$ cat config.mk
export PLATFORM = sky130hd
export DESIGN_NAME = spi_tx_arbiter
export DESIGN_NICKNAME = d
export VERILOG_FILES = /design/src/rtl/spi_tx_arbiter.sv
export SDC_FILE = /design/constraint.sdc
export NUM_CORES = 1
export LEC_CHECK = 0
export BUFFER_PORTS_ARGS = -buffer_cell sky130_fd_sc_hd__buf_2
export CAP_MARGIN = 20
export CORE_MARGIN = 5
export CORE_UTILIZATION = 58
export CTS_BUF_LIST = sky130_fd_sc_hd__clkbuf_4
export DETAILED_ROUTE_END_ITERATION = 8
export PLACE_DENSITY = 0.92
export SETUP_SLACK_MARGIN = 0.2
export SLEW_MARGIN = 20
export SYNTH_ARGS = -nofsm -noshare
export SYNTH_HDL_FRONTEND = slang
export SYNTH_SLANG_ARGS = --single-unit
$ cat constraint.sdc
create_clock -name spi_clk -period 4.4 [get_ports spi_clk]
set_clock_uncertainty 0.05 [all_clocks]
set_input_delay 0 -clock spi_clk [delete_from_list [all_inputs] [get_ports spi_clk]]
set_output_delay 0 -clock spi_clk [all_outputs]
set_load 0.03 [all_outputs]
$ cat src/rtl/spi_tx_arbiter.sv
`default_nettype none
// ============================================================================
// Module   : spi_tx_arbiter
// Function : Two-requester round-robin arbiter feeding a write-only SPI
//            serialiser (address then data, LSB first, framed by spi_cs).
// Revision : 1.0 - initial release
// ============================================================================
module spi_tx_arbiter #(
    parameter int DSIZE  = 8,
    parameter int CS_GAP = 2
) (
    input  logic             spi_clk,
    input  logic             reset,
    input  logic             req0,
    input  logic             req1,
    input  logic [DSIZE-1:0] addr0,
    input  logic [DSIZE-1:0] addr1,
    input  logic [DSIZE-1:0] data0,
    input  logic [DSIZE-1:0] data1,
    output logic             gnt0,
    output logic             gnt1,
    output logic             done0,
    output logic             done1,
    output logic             spi_cs,
    output logic             spi_mosi_out,
    output logic             busy
);

    localparam int               c_CNT_W    = (DSIZE > 1) ? $clog2(DSIZE) : 1;
    localparam logic [c_CNT_W-1:0] c_LAST_BIT = c_CNT_W'(DSIZE - 1);
    localparam logic [3:0]       c_GAP_LAST = 4'(CS_GAP - 1);

    typedef enum logic [2:0] {
        S_IDLE  = 3'd0,
        S_SETUP = 3'd1,
        S_ADDR  = 3'd2,
        S_DATA  = 3'd3,
        S_HOLD  = 3'd4,
        S_GAP   = 3'd5
    } state_t;

    state_t             r_state;
    state_t             w_state_nxt;
    logic [c_CNT_W-1:0] r_bit_cnt;
    logic [c_CNT_W-1:0] w_cnt_nxt;
    logic [3:0]         r_gap_cnt;
    logic [3:0]         w_gap_nxt;
    logic [DSIZE-1:0]   r_addr;
    logic [DSIZE-1:0]   r_data;
    logic               r_last;
    logic               r_owner;
    logic               w_grant;
    logic               w_winner;
    logic               w_done;
    logic               w_cs_nxt;
    logic               w_mosi_nxt;

    // Serial outputs are registered from the current state, so they trail the
    // state by one cycle: the first address bit leaves two edges after grant.
    always_comb begin
        w_state_nxt = r_state;
        w_cnt_nxt   = r_bit_cnt;
        w_gap_nxt   = r_gap_cnt;
        w_grant     = 1'b0;
        w_winner    = 1'b0;
        w_done      = 1'b0;
        w_cs_nxt    = 1'b1;
        w_mosi_nxt  = 1'b0;
        case (r_state)
            S_IDLE: begin
                if (req0 || req1) begin
                    w_grant     = 1'b1;
                    w_winner    = (req0 && req1) ? ~r_last : req1;
                    w_state_nxt = S_SETUP;
                end
            end
            S_SETUP: begin
                w_cs_nxt    = 1'b0;
                w_cnt_nxt   = '0;
                w_state_nxt = S_ADDR;
            end
            S_ADDR: begin
                w_cs_nxt   = 1'b0;
                w_mosi_nxt = r_addr[r_bit_cnt];
                if (r_bit_cnt == c_LAST_BIT) begin
                    w_cnt_nxt   = '0;
                    w_state_nxt = S_DATA;
                end else begin
                    w_cnt_nxt = r_bit_cnt + 1'b1;
                end
            end
            S_DATA: begin
                w_cs_nxt   = 1'b0;
                w_mosi_nxt = r_data[r_bit_cnt];
                if (r_bit_cnt == c_LAST_BIT) begin
                    w_cnt_nxt   = '0;
                    w_state_nxt = S_HOLD;
                end else begin
                    w_cnt_nxt = r_bit_cnt + 1'b1;
                end
            end
            S_HOLD: begin
                w_cs_nxt    = 1'b0;
                w_done      = 1'b1;
                w_gap_nxt   = '0;
                w_state_nxt = S_GAP;
            end
            S_GAP: begin
                if (r_gap_cnt == c_GAP_LAST) begin
                    w_state_nxt = S_IDLE;
                end else begin
                    w_gap_nxt = r_gap_cnt + 1'b1;
                end
            end
            default: begin
                w_state_nxt = S_IDLE;
            end
        endcase
    end

    always_ff @(posedge spi_clk) begin
        if (reset) begin
            r_state      <= S_IDLE;
            r_bit_cnt    <= '0;
            r_gap_cnt    <= '0;
            r_addr       <= '0;
            r_data       <= '0;
            r_last       <= 1'b1;
            r_owner      <= 1'b0;
            gnt0         <= 1'b0;
            gnt1         <= 1'b0;
            done0        <= 1'b0;
            done1        <= 1'b0;
            spi_cs       <= 1'b1;
            spi_mosi_out <= 1'b0;
            busy         <= 1'b0;
        end else begin
            r_state      <= w_state_nxt;
            r_bit_cnt    <= w_cnt_nxt;
            r_gap_cnt    <= w_gap_nxt;
            if (w_grant) begin
                r_addr  <= w_winner ? addr1 : addr0;
                r_data  <= w_winner ? data1 : data0;
                r_last  <= w_winner;
                r_owner <= w_winner;
            end
            gnt0         <= w_grant & ~w_winner;
            gnt1         <= w_grant & w_winner;
            done0        <= w_done & ~r_owner;
            done1        <= w_done & r_owner;
            spi_cs       <= w_cs_nxt;
            spi_mosi_out <= w_mosi_nxt;
            busy         <= (w_state_nxt != S_IDLE);
        end
    end

endmodule
`default_nettype wire

==> results.sh <==
export IMPL_ios=43
export IMPL_fmax_mhz=389
export IMPL_drc_errors=0
export IMPL_startpoint="r_state[0]"
export IMPL_ys_types=42
export IMPL_worst_ir_drop_vdd_mv=0.418
export IMPL_rr_endpoint="r_addr[6]"
export IMPL_worstSetupPathType="reg2reg"
export IMPL_worst_pin_slew_ns=0.832
export IMPL_routedWlPerCell_um=19.3
export IMPL_whs_ns=0.0728
export IMPL_drtPass1Iterations=9
export IMPL_die_height_um=62.4
export IMPL_cts_setup_buffers=0
export IMPL_yosysSeqAreaShare=0.440
export IMPL_root_buffer="clkbuf_4"
export IMPL_crit_required_ns=4.65
export IMPL_ys_ff_latch=35
export IMPL_final_common_cell="buf_2"
export IMPL_critPathArrivalTime_ns=2.82
export IMPL_n_antenna_cell=0
export IMPL_drtAntennaViolNets=0
export IMPL_vias=1599
export IMPL_grt_pass1_vias=1670
export IMPL_start_util=0.593
export IMPL_fin_ws_ns=1.83
export IMPL_netlist_area_mm2=0.00159
export IMPL_drv_slew=0
export IMPL_layout_area_seq_um2=701
export IMPL_antenna_found_initial=0
export IMPL_yosys_most_used_dff="dfxtp_1"
export IMPL_grt_pass1_wl_um=8110
export IMPL_yosys_warnings=0
export IMPL_clock_latency_ns=0.35
export IMPL_layout_common_cells="buf_2, dfxtp_1, dlygate4sd3_1"
export IMPL_maxCapViolations=0
export IMPL_p_leak_uw=0.00102
export IMPL_p_per_area_mw_per_mm2=373
export IMPL_die_area_mm2=0.00389
export IMPL_multi_input_area_um2=713
export IMPL_startpoint_type="flop"
export IMPL_dieWidth_um=62.4
export IMPL_globalRouteTotalUtil=0.259
export IMPL_postPlaceCellArea_mm2=0.00173
export IMPL_ff2ff_path_depth=5
export IMPL_row_count=19
export IMPL_synth_avg_cell_area_um2=10.3
export IMPL_fillers=130
export IMPL_synth_edf_count=0
export IMPL_final_cell_area_mm2=0.00219
export IMPL_final_nets=267
export IMPL_via_per_inst=6.17
export IMPL_overflow=0
export IMPL_synthCells=154
export IMPL_end_kind="flop"
export IMPL_setup_viol=0
export IMPL_dp_hpwl_um=2380
export IMPL_ctsLongestPathBuffers=2
export IMPL_hp_class="in2reg"
export IMPL_cts_made_buffers=5
export IMPL_drive_above_1_share=0.263
export IMPL_fin_setup_tns_ns=0
export IMPL_p_total_uw=817
export IMPL_rrSetupSlack_ns=1.83
export IMPL_grt_max_degree=20
export IMPL_clk_pin_slew_ns=0.11
export IMPL_rsz0062_at_grt="no"
export IMPL_rr_startpoint="r_state[0]"
export IMPL_wl_um=5000
export IMPL_async_flop_share=0
export IMPL_hold_viol=0
export IMPL_gp_congestion=0.778
export IMPL_area_growth_pct=37.5
export IMPL_fin_crit_ns=2.57
export IMPL_period_share=0.584
export IMPL_first_iter_violations=202
export IMPL_cts_sinks=35
export IMPL_syn_nets=194
export IMPL_crit_fanout=17
export IMPL_port_buffers=42
export IMPL_outcome="completed"
export IMPL_dp_slack_ns=2.66
export IMPL_cts_tree="built"
export IMPL_slew_headroom=0.445
export IMPL_htree_levels=2
export IMPL_cp_endpoint="r_addr[6]"
export IMPL_core_area_mm2=0.00269
[report_power, final]
group	internal, uW	switching (uW)	total [uW]
clock	177	117	293
combinational	82.9	72.0	155
sequential	343	24.9	368
total	603	214	817
[cell type report]
cell class	count	share of cell area
Clock buffer	5	0.0171
Sequential cell	35	0.320
Multi-Input combinational cell	89	0.326
Tap cell	31	0.0177
Clock inverter	3	0.0309
Timing Repair Buffer	77	0.256
Inverter	19	0.0326
[cell families after synthesis]
group,count (synthesis),synth area share
buf+inv,30,0.112
xor+xnor,1,0.00550
flops,35,0.440
simple gates,38,0.126
mux,9,0.0723
fa+ha+maj,4,0.0314
compound gates,37,0.213
[synthesized netlist by cell type (2+ instances only)]
cell | number | area [um2]
mux2i_1 | 7 | 70.1
buf_4 | 3 | 22.5
a21o_1 | 2 | 15.0
and3_1 | 2 | 12.5
nor3b_1 | 3 | 22.5
a222oi_1 | 16 | 160
mux4_2 | 2 | 45.0
nor2_1 | 13 | 48.8
a21oi_1 | 3 | 15.0
nand3_1 | 3 | 15.0
dfxtp_1 | 35 | 701
buf_6 | 6 | 67.6
a22oi_1 | 3 | 22.5
ha_1 | 4 | 50.1
inv_1 | 19 | 71.3
nand2_1 | 7 | 26.3
[through the flow]
| stage | cells | utilization |
|---|---|---|
| after floorplan | 154 | - |
| after global placement | 216 | 0.646 |
| after detailed placement | 216 | 0.646 |
| after CTS | 259 | 0.815 |
| after global routing | 259 | 0.815 |
| final | 259 | 0.815 |
[metal layers]
layer,wire [um],part of all wire,global-route usage
met4,225,0.045,0.122
met3,422,0.084,0.0647
met1,1810,0.36,0.285
met5,0,0,0
met2,2540,0.51,0.460
[worst max-delay path, stage by stage (launching register included)]
cell           delay, ns
dfxtp_1             0.45
nor4_1              0.44
and3_1              0.65
a222oi_1            0.22
dlygate4sd3_1       0.63
inv_1               0.08
[flip-flops by register name (all words and copies together), names as in the netlist]
name	flops
r_addr	8
r_data	8
r_gap_cnt	4
r_bit_cnt	3
r_state	3
busy	1
done0	1
done1	1
gnt0	1
gnt1	1
r_last	1
r_owner	1
spi_cs	1
spi_mosi_out	1
[how the worst min path moves through the flow]
stage          startpoint   endpoint  slack (ns)  cells after the start
6_report             req0       busy        0.07                      4
5_1_grt              req0       busy        0.07                      4
4_1_cts              req0       busy        0.07                      4
3_5_place_dp     data1[2]  r_data[2]        0.16                      3
3_3_place_gp     addr1[7]  r_addr[7]        0.15                      3
2_1_floorplan    addr1[0]  r_addr[0]        0.07                      2
[timing repair]
action                    CTS  global route
hold buffers               35             0
hold endpoints to repair   25             0
resized for setup           0             0
Power figures use the tool's default switching activity.
